==> config.mk <==
export PLATFORM = sky130hd
export DESIGN_NAME = bin_to_dec_seq
export DESIGN_NICKNAME = d
export VERILOG_FILES = /design/src/rtl/dec_pkg.sv /design/src/rtl/bin_to_dec_seq_dabble_step.sv /design/src/rtl/bin_to_dec_seq.sv
export SDC_FILE = /design/constraint.sdc
export NUM_CORES = 1
export LEC_CHECK = 0
export BUFFER_PORTS_ARGS = -buffer_cell sky130_fd_sc_hd__buf_2
export CORE_MARGIN = 5
export CORE_UTILIZATION = 45
export DETAILED_ROUTE_END_ITERATION = 8
export PLACE_DENSITY = 0.75
export SYNTH_ARGS = -nofsm -noshare
export SYNTH_HDL_FRONTEND = slang
export SYNTH_HIERARCHICAL = 1
export SYNTH_SLANG_ARGS = --single-unit
==> constraint.sdc <==
create_clock -name clk_i -period 2.4 [get_ports clk_i]
set_clock_uncertainty 0.2 [all_clocks]
set_input_delay 0.12 -clock clk_i [delete_from_list [all_inputs] [get_ports clk_i]]
set_output_delay 0.12 -clock clk_i [all_outputs]
set_load 0.05 [all_outputs]
==> src/rtl/dec_pkg.sv <==
// dec_pkg: shared types and helpers for the sequential binary-to-decimal
// converter.
//   ASCII_ZERO / ASCII_SPACE : characters used when formatting digits
//   MAX_D                    : largest digit count fmt_digits can format
//   conv_state_e             : converter FSM states
//   fmt_digits()             : BCD vector -> ASCII digit vector, optional
//                              leading-zero blanking
package dec_pkg;

  localparam logic [7:0] ASCII_ZERO  = 8'h30;
  localparam logic [7:0] ASCII_SPACE = 8'h20;
  localparam int         MAX_D       = 8;

  typedef enum logic [1:0] {
    IDLE = 2'd0,
    CONV = 2'd1,
    DONE = 2'd2
  } conv_state_e;

  // Formats the low nd nibbles of bcd as ASCII, digit 0 in the low byte.
  // Scanning from the most significant digit, zeros become spaces until the
  // first nonzero digit when blank is set. Digit 0 is always printed so a
  // zero value reads "0". Bytes at and above nd are returned as 8'h00.
  function automatic logic [MAX_D*8-1:0] fmt_digits(
    input logic [MAX_D*4-1:0] bcd,
    input int                 nd,
    input logic               blank
  );
    logic [MAX_D*8-1:0] res;
    logic [3:0]         dig;
    logic               lead;
    res  = '0;
    lead = blank;
    for (int i = MAX_D - 1; i >= 0; i--) begin
      dig = bcd[i*4 +: 4];
      if (i < nd) begin
        if (lead && (dig == 4'd0) && (i != 0)) begin
          res[i*8 +: 8] = ASCII_SPACE;
        end else begin
          res[i*8 +: 8] = ASCII_ZERO + {4'd0, dig};
          lead          = 1'b0;
        end
      end else begin
        res[i*8 +: 8] = 8'h00;
      end
    end
    return res;
  endfunction

endpackage

==> src/rtl/bin_to_dec_seq_dabble_step.sv <==
// dabble_step: one combinational double-dabble iteration.
//   i_bcd [D*4-1:0] : current BCD accumulator (D digits)
//   i_bin [W-1:0]   : remaining binary value, MSB shifts out next
//   o_bcd [D*4-1:0] : accumulator after add-3 adjust and shift-left
//   o_bin [W-1:0]   : binary value shifted left by one
module dabble_step
  import dec_pkg::*;
#(
  parameter int D = 5,
  parameter int W = 16
) (
  input  logic [D*4-1:0] i_bcd,
  input  logic [W-1:0]   i_bin,
  output logic [D*4-1:0] o_bcd,
  output logic [W-1:0]   o_bin
);

  logic [D*4-1:0] w_adj;

  // Nibbles of 5 or more get +3 so the following doubling carries into the
  // next decimal digit.
  always_comb begin
    w_adj = i_bcd;
    for (int d = 0; d < D; d++) begin
      if (i_bcd[d*4 +: 4] >= 4'd5) begin
        w_adj[d*4 +: 4] = i_bcd[d*4 +: 4] + 4'd3;
      end else begin
        w_adj[d*4 +: 4] = i_bcd[d*4 +: 4];
      end
    end
  end

  // The top adjusted bit always drops off: the digit count is sized so the
  // value never reaches it.
  assign o_bcd = {w_adj[D*4-2:0], i_bin[W-1]};
  assign o_bin = {i_bin[W-2:0], 1'b0};

endmodule

==> src/rtl/bin_to_dec_seq.sv <==
// bin_to_dec_seq: iterative (double dabble) binary to ASCII decimal converter.
//   clk_i, rst_ni   : clock, asynchronous active-low reset
//   start_i         : conversion request, sampled only while idle
//   sum_i, n_i      : binary sum and remaining count to convert
//   busy_o          : conversion in progress
//   done_o          : one-cycle pulse, dec_o/n_dec_o updated in that cycle
//   dec_o, n_dec_o  : ASCII digits, index 0 = least significant digit
// Both channels run SUM_W iterations in lockstep; the count is zero-extended
// so its result equals an N_W-iteration conversion.
module bin_to_dec_seq
  import dec_pkg::*;
#(
  parameter int SUM_W    = 16,
  parameter int SUM_D    = 5,
  parameter int N_W      = 8,
  parameter int N_D      = 3,
  parameter bit BLANK_LZ = 1'b1
) (
  input  logic                  clk_i,
  input  logic                  rst_ni,
  input  logic                  start_i,
  input  logic [SUM_W-1:0]      sum_i,
  input  logic [N_W-1:0]        n_i,
  output logic                  busy_o,
  output logic                  done_o,
  output logic [SUM_D-1:0][7:0] dec_o,
  output logic [N_D-1:0][7:0]   n_dec_o
);

  localparam int CNT_W = (SUM_W > 1) ? $clog2(SUM_W) : 1;

  // Formatted zero shown after reset.
  localparam logic [SUM_D-1:0][7:0] ZERO_SUM =
    (SUM_D*8)'(fmt_digits('0, SUM_D, BLANK_LZ));
  localparam logic [N_D-1:0][7:0] ZERO_N =
    (N_D*8)'(fmt_digits('0, N_D, BLANK_LZ));

  if ((64'd10 ** SUM_D) <= (64'd1 << SUM_W)) begin : g_chk_sum_d
    $error("SUM_D digits cannot hold a SUM_W-bit value");
  end
  if ((64'd10 ** N_D) <= (64'd1 << N_W)) begin : g_chk_n_d
    $error("N_D digits cannot hold an N_W-bit value");
  end
  if (N_W > SUM_W) begin : g_chk_n_w
    $error("N_W must not exceed SUM_W");
  end
  if ((SUM_D > MAX_D) || (N_D > MAX_D)) begin : g_chk_max_d
    $error("digit count exceeds MAX_D");
  end

  conv_state_e      r_state;
  logic [CNT_W-1:0] r_cnt;
  logic [SUM_W-1:0] r_bin_sum;
  logic [SUM_W-1:0] r_bin_n;
  logic [SUM_D*4-1:0] r_bcd_sum;
  logic [N_D*4-1:0]   r_bcd_n;

  logic [SUM_W-1:0]   w_bin_sum_nxt;
  logic [SUM_W-1:0]   w_bin_n_nxt;
  logic [SUM_D*4-1:0] w_bcd_sum_nxt;
  logic [N_D*4-1:0]   w_bcd_n_nxt;

  dabble_step #(.D(SUM_D), .W(SUM_W)) u_step_sum (
    .i_bcd (r_bcd_sum),
    .i_bin (r_bin_sum),
    .o_bcd (w_bcd_sum_nxt),
    .o_bin (w_bin_sum_nxt)
  );

  dabble_step #(.D(N_D), .W(SUM_W)) u_step_n (
    .i_bcd (r_bcd_n),
    .i_bin (r_bin_n),
    .o_bcd (w_bcd_n_nxt),
    .o_bin (w_bin_n_nxt)
  );

  // Converter FSM: load in IDLE, SUM_W iterations in CONV, publish in DONE.
  always_ff @(posedge clk_i or negedge rst_ni) begin
    if (!rst_ni) begin
      r_state   <= IDLE;
      r_cnt     <= '0;
      r_bin_sum <= '0;
      r_bin_n   <= '0;
      r_bcd_sum <= '0;
      r_bcd_n   <= '0;
      busy_o    <= 1'b0;
      done_o    <= 1'b0;
      dec_o     <= ZERO_SUM;
      n_dec_o   <= ZERO_N;
    end else begin
      case (r_state)
        IDLE: begin
          done_o <= 1'b0;
          if (start_i) begin
            r_bin_sum <= sum_i;
            r_bin_n   <= SUM_W'(n_i);
            r_bcd_sum <= '0;
            r_bcd_n   <= '0;
            r_cnt     <= CNT_W'(SUM_W - 1);
            busy_o    <= 1'b1;
            r_state   <= CONV;
          end else begin
            busy_o <= 1'b0;
          end
        end
        CONV: begin
          r_bin_sum <= w_bin_sum_nxt;
          r_bin_n   <= w_bin_n_nxt;
          r_bcd_sum <= w_bcd_sum_nxt;
          r_bcd_n   <= w_bcd_n_nxt;
          if (r_cnt == '0) begin
            r_state <= DONE;
          end else begin
            r_cnt <= r_cnt - CNT_W'(1);
          end
        end
        DONE: begin
          // busy_o stays high through the done_o cycle.
          dec_o   <= (SUM_D*8)'(fmt_digits((MAX_D*4)'(r_bcd_sum), SUM_D, BLANK_LZ));
          n_dec_o <= (N_D*8)'(fmt_digits((MAX_D*4)'(r_bcd_n), N_D, BLANK_LZ));
          done_o  <= 1'b1;
          r_state <= IDLE;
        end
        default: begin
          r_state <= IDLE;
          busy_o  <= 1'b0;
          done_o  <= 1'b0;
        end
      endcase
    end
  end

endmodule
# Yosys cells after proc, flatten, opt, wreduce, memory -nomap -nowiden
# Cells that the tools add are included.
# classes
eq_ne	5
n_lt_le_gt_ge	8
n_reduce_logical	17
add_sub_neg	17
mux	39
# ops
op	count
$pmux W16 S2	2
$add A6 B4 Y7 const A	8
$mux W7	6
$pmux W20 S2	1
$ge A4 B3 Y1 const B	8
$mux W16	2
$mux W4	8
$logic_not A4 Y1	7
$add A4 B2 Y4 const B	6
$pmux W12 S2	1
$mux W20	1
$mux W12	1
$mux W1	9
$pmux W4 S2	1
$add A3 B2 Y3 const B	2
$mux W3	2
$ne A2 B2 Y1 const B	3
$logic_and A1 B1 Y1	4
$mux W2	2
$pmux W1 S2	2
$pmux W2 S2	1
$reduce_and A2 Y1	2
$sub A4 B1 Y4 const B	1
$reduce_and A3 Y1	1
5 further kinds	5
# totals
output_inout_bits	66
register_bits	136
elab_cells	102
in_bits	27

# Logic depth before layout (Yosys ltp)
# depth
word_depth	11
mapped_depth	7
ltp_nobuf	6

# By module
# Netlist, hierarchy kept.
# modules_own_cells
mod	seq_area_each_um2	area_each_um2	instances	cells_each
bin_to_dec_seq	2752.6	4625.7	1	365
dabble_step at u_step_sum	0.0	618.1	1	94
dabble_step at u_step_n	0.0	415.4	1	62

# Least setup slack after synthesis
# OpenSTA, ideal clock, no wires.
# synth_path
kind	register to register
startpoint	reg r_cnt[0]
endpoint	reg r_state[0]
n_path_buf	0
path_slack_ns	0.568
required_time_ns	2.075
path_stages_with_launch	6
arrival_ns	1.507
path_cell_list	dfrtp_1 inv_1 ha_1 or3b_1 a21oi_1 mux2_2
# synth_between
elab_chain_len	3
# synth_rtl
item	line_no	rtl
from (decl)	bin_to_dec_seq.sv:52	logic [CNT_W-1:0] r_cnt;
from (signal assigned)	bin_to_dec_seq.sv:99	r_cnt <= CNT_W'(SUM_W - 1);
from (signal assigned)	bin_to_dec_seq.sv:114	r_cnt <= r_cnt - CNT_W'(1);
$logic_not A4 Y1	bin_to_dec_seq.sv:111	if (r_cnt == '0) begin
$ne A2 B2 Y1 (no source line)	n/a	
$reduce_and A2 Y1 (no source line)	n/a	
to (signal assigned)	bin_to_dec_seq.sv:112	r_state <= DONE;
to (signal assigned)	bin_to_dec_seq.sv:122	r_state <= IDLE;
to (signal assigned)	bin_to_dec_seq.sv:125	r_state <= IDLE;
to (decl)	bin_to_dec_seq.sv:51	conv_state_e r_state;
# No other way between the ends.
# A chain may end at the register's enable or synchronous reset.

# Worst setup path in the final report
# layout_path
startpoint	reg r_state[0]
endpoint	reg r_bcd_sum[11]
# layout_between
elab_chain_len	3
word_cells_on_any_way	6
classes_between	2 x eq/ne; 1 x mux; 3 x reduce/logical
# layout_rtl
item	line_no	rtl
from (signal assigned)	bin_to_dec_seq.sv:80	r_state <= IDLE;
from (signal assigned)	bin_to_dec_seq.sv:101	r_state <= CONV;
from (signal assigned)	bin_to_dec_seq.sv:112	
$eq A2 B1 Y1 or $logic_not A2 Y1 (tied branches)	bin_to_dec_seq.sv:91	case (r_state)
$reduce_bool A2 Y1 (no source line) or $ne A2 B2 Y1 (tied branches)	n/a	
$reduce_and A2 Y1 (no source line)	n/a	
to (signal assigned)	bin_to_dec_seq.sv:109	r_bcd_sum <= w_bcd_sum_nxt;
to (decl)	bin_to_dec_seq.sv:55	logic [SUM_D*4-1:0] r_bcd_sum;
# Parallel ways exist; a longest one is shown, timed or not.

==> impl_metrics.csv <==
group,metric,value,unit
synth,yosys_warnings,6,
worst_setup_path,critical_path.startpoint_type,"flip-flop",
placement,dpl.cell_count,707,
worst_setup_path,required,2.43,ns
timing,final.min_clock_period,2.048,ns
worst_setup_path,rrSetupSlack,0.35,ns
final_layout,drive_above_1_share,0.2357,
worst_setup_path,arrival,2.08,ns
timing,slew_headroom,0.6184,
clock_network,clock-root-buffer,"clkbuf_16",
timing,fin_crit_sh,0.8534,
power_and_ir_drop,max-vdd-ir-drop,661.6,uV
clock_network,ctsResizeCount,0,
power_and_ir_drop,p_leak,3.259,nW
clock_network,clk_latency,0.34,ns
clock_network,cts.clk_slew.worst_paths,0.07,ns
synth,syn_inst,521,
outcome,run_status,"finished, final reports clean",
final_layout,syn_to_final_growth,13.57,%
run,cap_violations,0,
worst_hold_path,hold_class,"in -> async",
global_route,grt_max_degree,68,
route,routed-via-count,3762,
global_route,met3_usage,0.03528,
floorplanning,die_h,122.1,um
worst_setup_path,r2r_start,"r_state[0]$_DFFE_PN0P_",
timing,setup_viol,0,
floorplanning,initial_core_util,0.4540,
synth,syn_area_per_cell,10.86,um^2
synth,synth_area,5659,um^2
global_route,met2_usage,0.2452,
clock_network,htree_levels,3,
synth,ys_types,33,
synth,async_flop_share,1.000,
worst_setup_path,cp_slowest_cell,"dfrtp_1",
route,dr.first_iter.drc_count,221,
placement,numPortBuffers,66,
route,routed_wl,10.74,mm
global_route,grt_use_total,0.1473,
route,routed_via_density,5.023,
power_and_ir_drop,power.total,7.788,mW
floorplanning,die_area,14920,um^2
route,first_pass_iters,4,
synth,ys_seq_area_frac,0.4864,
placement,dp_slack,0.3681,ns
global_route,grtUsageMet1,0.1932,
route,drc,0,
worst_setup_path,reg2regPathDepth,6,
worst_setup_path,cp-startpoint,"r_state[0]$_DFFE_PN0P_",
global_route,grt_pass1_vias,3688,
global_route,top_usage_layer,"met2",
worst_setup_path,r2r_end,"r_bcd_sum[11]$_DFFE_PN0P_",
worst_setup_path,crit_chain,"inv_1 > ha_1 > nand2b_1 > and2_1 > buf_4 > a22o_1",
synth,synth-seq-cells,110,
timing,worst_slack,0.3518,ns
floorplanning,num_rows,41,
floorplanning,ios,93,
synth,yosysTopAreaCell,"dfrtp_1",
global_route,grt_pass1_wl,17.82,mm
clock_network,numCtsBuffers,9,
worst_setup_path,max_stage_delay,0.40,ns
timing,grt_setup_unrepaired,"no",
timing,final-hold-violation-count,0,
worst_setup_path,setup.worst_path.end_class,"flip-flop",
clock_network,clockBufferDepth,2,
worst_setup_path,crit_type,"reg -> reg",
clock_network,cts_tree,"yes",
final_layout,stdcell_count,749,
final_layout,antenna_cells,0,
timing,setup-tns-final,0,ns
global_route,antenna_found_initial,0,
timing,fmax,0.4882,GHz
route,final_antenna_net_count,0,
final_layout,nNetsFinal,620,
global_route,grt_overflow_total,0,
timing,worst_pin_slew,0.5671,ns
final_layout,fillers,1087,
floorplanning,die_x,122.1,um
final_layout,layout.area.seq,2753,um^2
route,wl_per_cell,14.34,um
timing,drv_slew,0,
final_layout,multiInputGateArea,2371,um^2
synth,synth_top_area_frac,0.4864,
synth,synth_ff_type,"dfrtp_1",
power_and_ir_drop,power_density,1212,nW/um^2
floorplanning,coreArea,12470,um^2
placement,gp_congestion,0.8545,
synth,synth.area.top_cells,"dfrtp_1 (49%), buf_4 (8.1%), mux2_2 (7.0%), a22o_1 (6.2%), mux2i_1 (5.7%)",
synth,synth-edff-count,0,
placement,dp_hpwl,7.172,mm
worst_setup_path,crit_fanout,40,
clock_network,clock-sinks,110,
==> cell usage after synthesis (3+ instances only) <==
master and instances:
dfrtp_1 110, buf_4 61, nand2_1 57, a22o_1 40
mux2_2 35, mux2i_1 32, o21ai_1 30, ha_1 21
inv_1 20, buf_2 19, nand2b_1 16, nor2_1 16
a21oi_1 8, a21oi_2 8, xnor2_1 8, o21ai_0 7
nor4_1 5, conb_1 4, a31oi_1 3, clkbuf_1 3
==> placed cells by master (no fill, tap or decap), types with 4 or more instances in the layout <==
master / n
a21oi_1: 8
a21oi_2: 8
a22o_1: 40
buf_12: 4
buf_2: 65
buf_4: 4
clkbuf_16: 9
conb_1: 28
dfrtp_1: 110
dlygate4sd3_1: 26
ha_1: 19
inv_1: 20
mux2_2: 35
mux2i_1: 32
nand2_1: 57
nand2b_1: 16
nor2_1: 16
nor4_1: 5
o21ai_0: 7
o21ai_1: 30
xnor2_1: 8
==> worst max-delay path, delay by kind of cell, from the launching register on <==
family	cells	cell delay [ns]
AND/OR/NAND/NOR	2	0.41
adder cells (fa/ha/maj)	1	0.30
flip-flops	1	0.40
AO/OA/AOI/OAI	1	0.24
buffers and inverters	2	0.36
==> area by class of cell <==
type | instances | share of cell area
Multi-Input combinational cell | 332 | 0.3689
Inverter | 20 | 0.01168
Clock inverter | 6 | 0.01226
Timing Repair Buffer | 99 | 0.1082
Sequential cell | 110 | 0.4283
Clock buffer | 10 | 0.03718
Tap cell | 172 | 0.03348
==> registers in the layout, indices dropped and copies added, names as in the netlist <==
name / flops
r_state: 2
r_cnt: 4
done_o: 1
r_bcd_n: 12
r_bcd_sum: 20
r_bin_sum: 16
dec_o: 24
n_dec_o: 14
r_bin_n: 16
busy_o: 1
==> logic make-up (layout without fill, tap and decap cells) <==
logic type               Yosys count  after routing  share of synthesized area
XOR/XNOR                           8              8                    0.01238
other                              4             28                   0.002652
adder cells (fa/ha/maj)           21             21                    0.04643
AO/OA/AOI/OAI                    101            101                     0.1243
multiplexers                      68             68                     0.1287
AND/OR/NAND/NOR                  106            106                    0.08623
buffers and inverters            103            135                     0.1130
flip-flops                       110            110                     0.4864
==> report_power, final <==
part	switching (mW)	internal, mW	leakage, nW	total, mW
Sequential	0.556	2.42	1.46	2.97
Combinational	1.93	1.32	1.64	3.25
Clock	0.706	0.857	0.154	1.56
==> how the worst max path moves through the flow <==
| stage | end | slack [ns] | depth (start not counted) |
|---|---|---|---|
| floorplan | r_state[0]$_DFFE_PN0P_ | 0.57 | 5 |
| global placement | r_cnt[2]$_DFFE_PN0P_ | 0.47 | 6 |
| detailed placement | r_bcd_sum[11]$_DFFE_PN0P_ | 0.37 | 6 |
| CTS | r_bcd_sum[18]$_DFFE_PN0P_ | 0.36 | 6 |
| global route | r_bcd_sum[18]$_DFFE_PN0P_ | 0.18 | 6 |
| finish | r_bcd_sum[11]$_DFFE_PN0P_ | 0.35 | 6 |
==> per-stage QoR <==
step | area [um^2] | utilization | hold slack (ns)
after floorplan | 5749 | - | -0.3756
final | 6427 | 0.5156 | 0.09644
after CTS | 6427 | 0.5156 | 0.1078
after detailed placement | 5849 | 0.4692 | -0.06515
after global routing | 6427 | 0.5156 | 0.1585
after global placement | 5849 | 0.4692 | -0.07283
==> timing repair <==
item / 4_1_cts / 5_1_grt
hold buffers: 26 / 0
endpoints found under the hold margin: 68 / 0
setup buffers: 0 / 0
==> routing by layer <==
metal,vias to the layer above,routed length (um),share of wire
met2,90,5265,0.49
met4,0,129,0.012
met5,-,0,0
met3,13,538,0.050
met1,1849,4804,0.45
li1,1810,-,-
(Power assumes the default switching activity.)
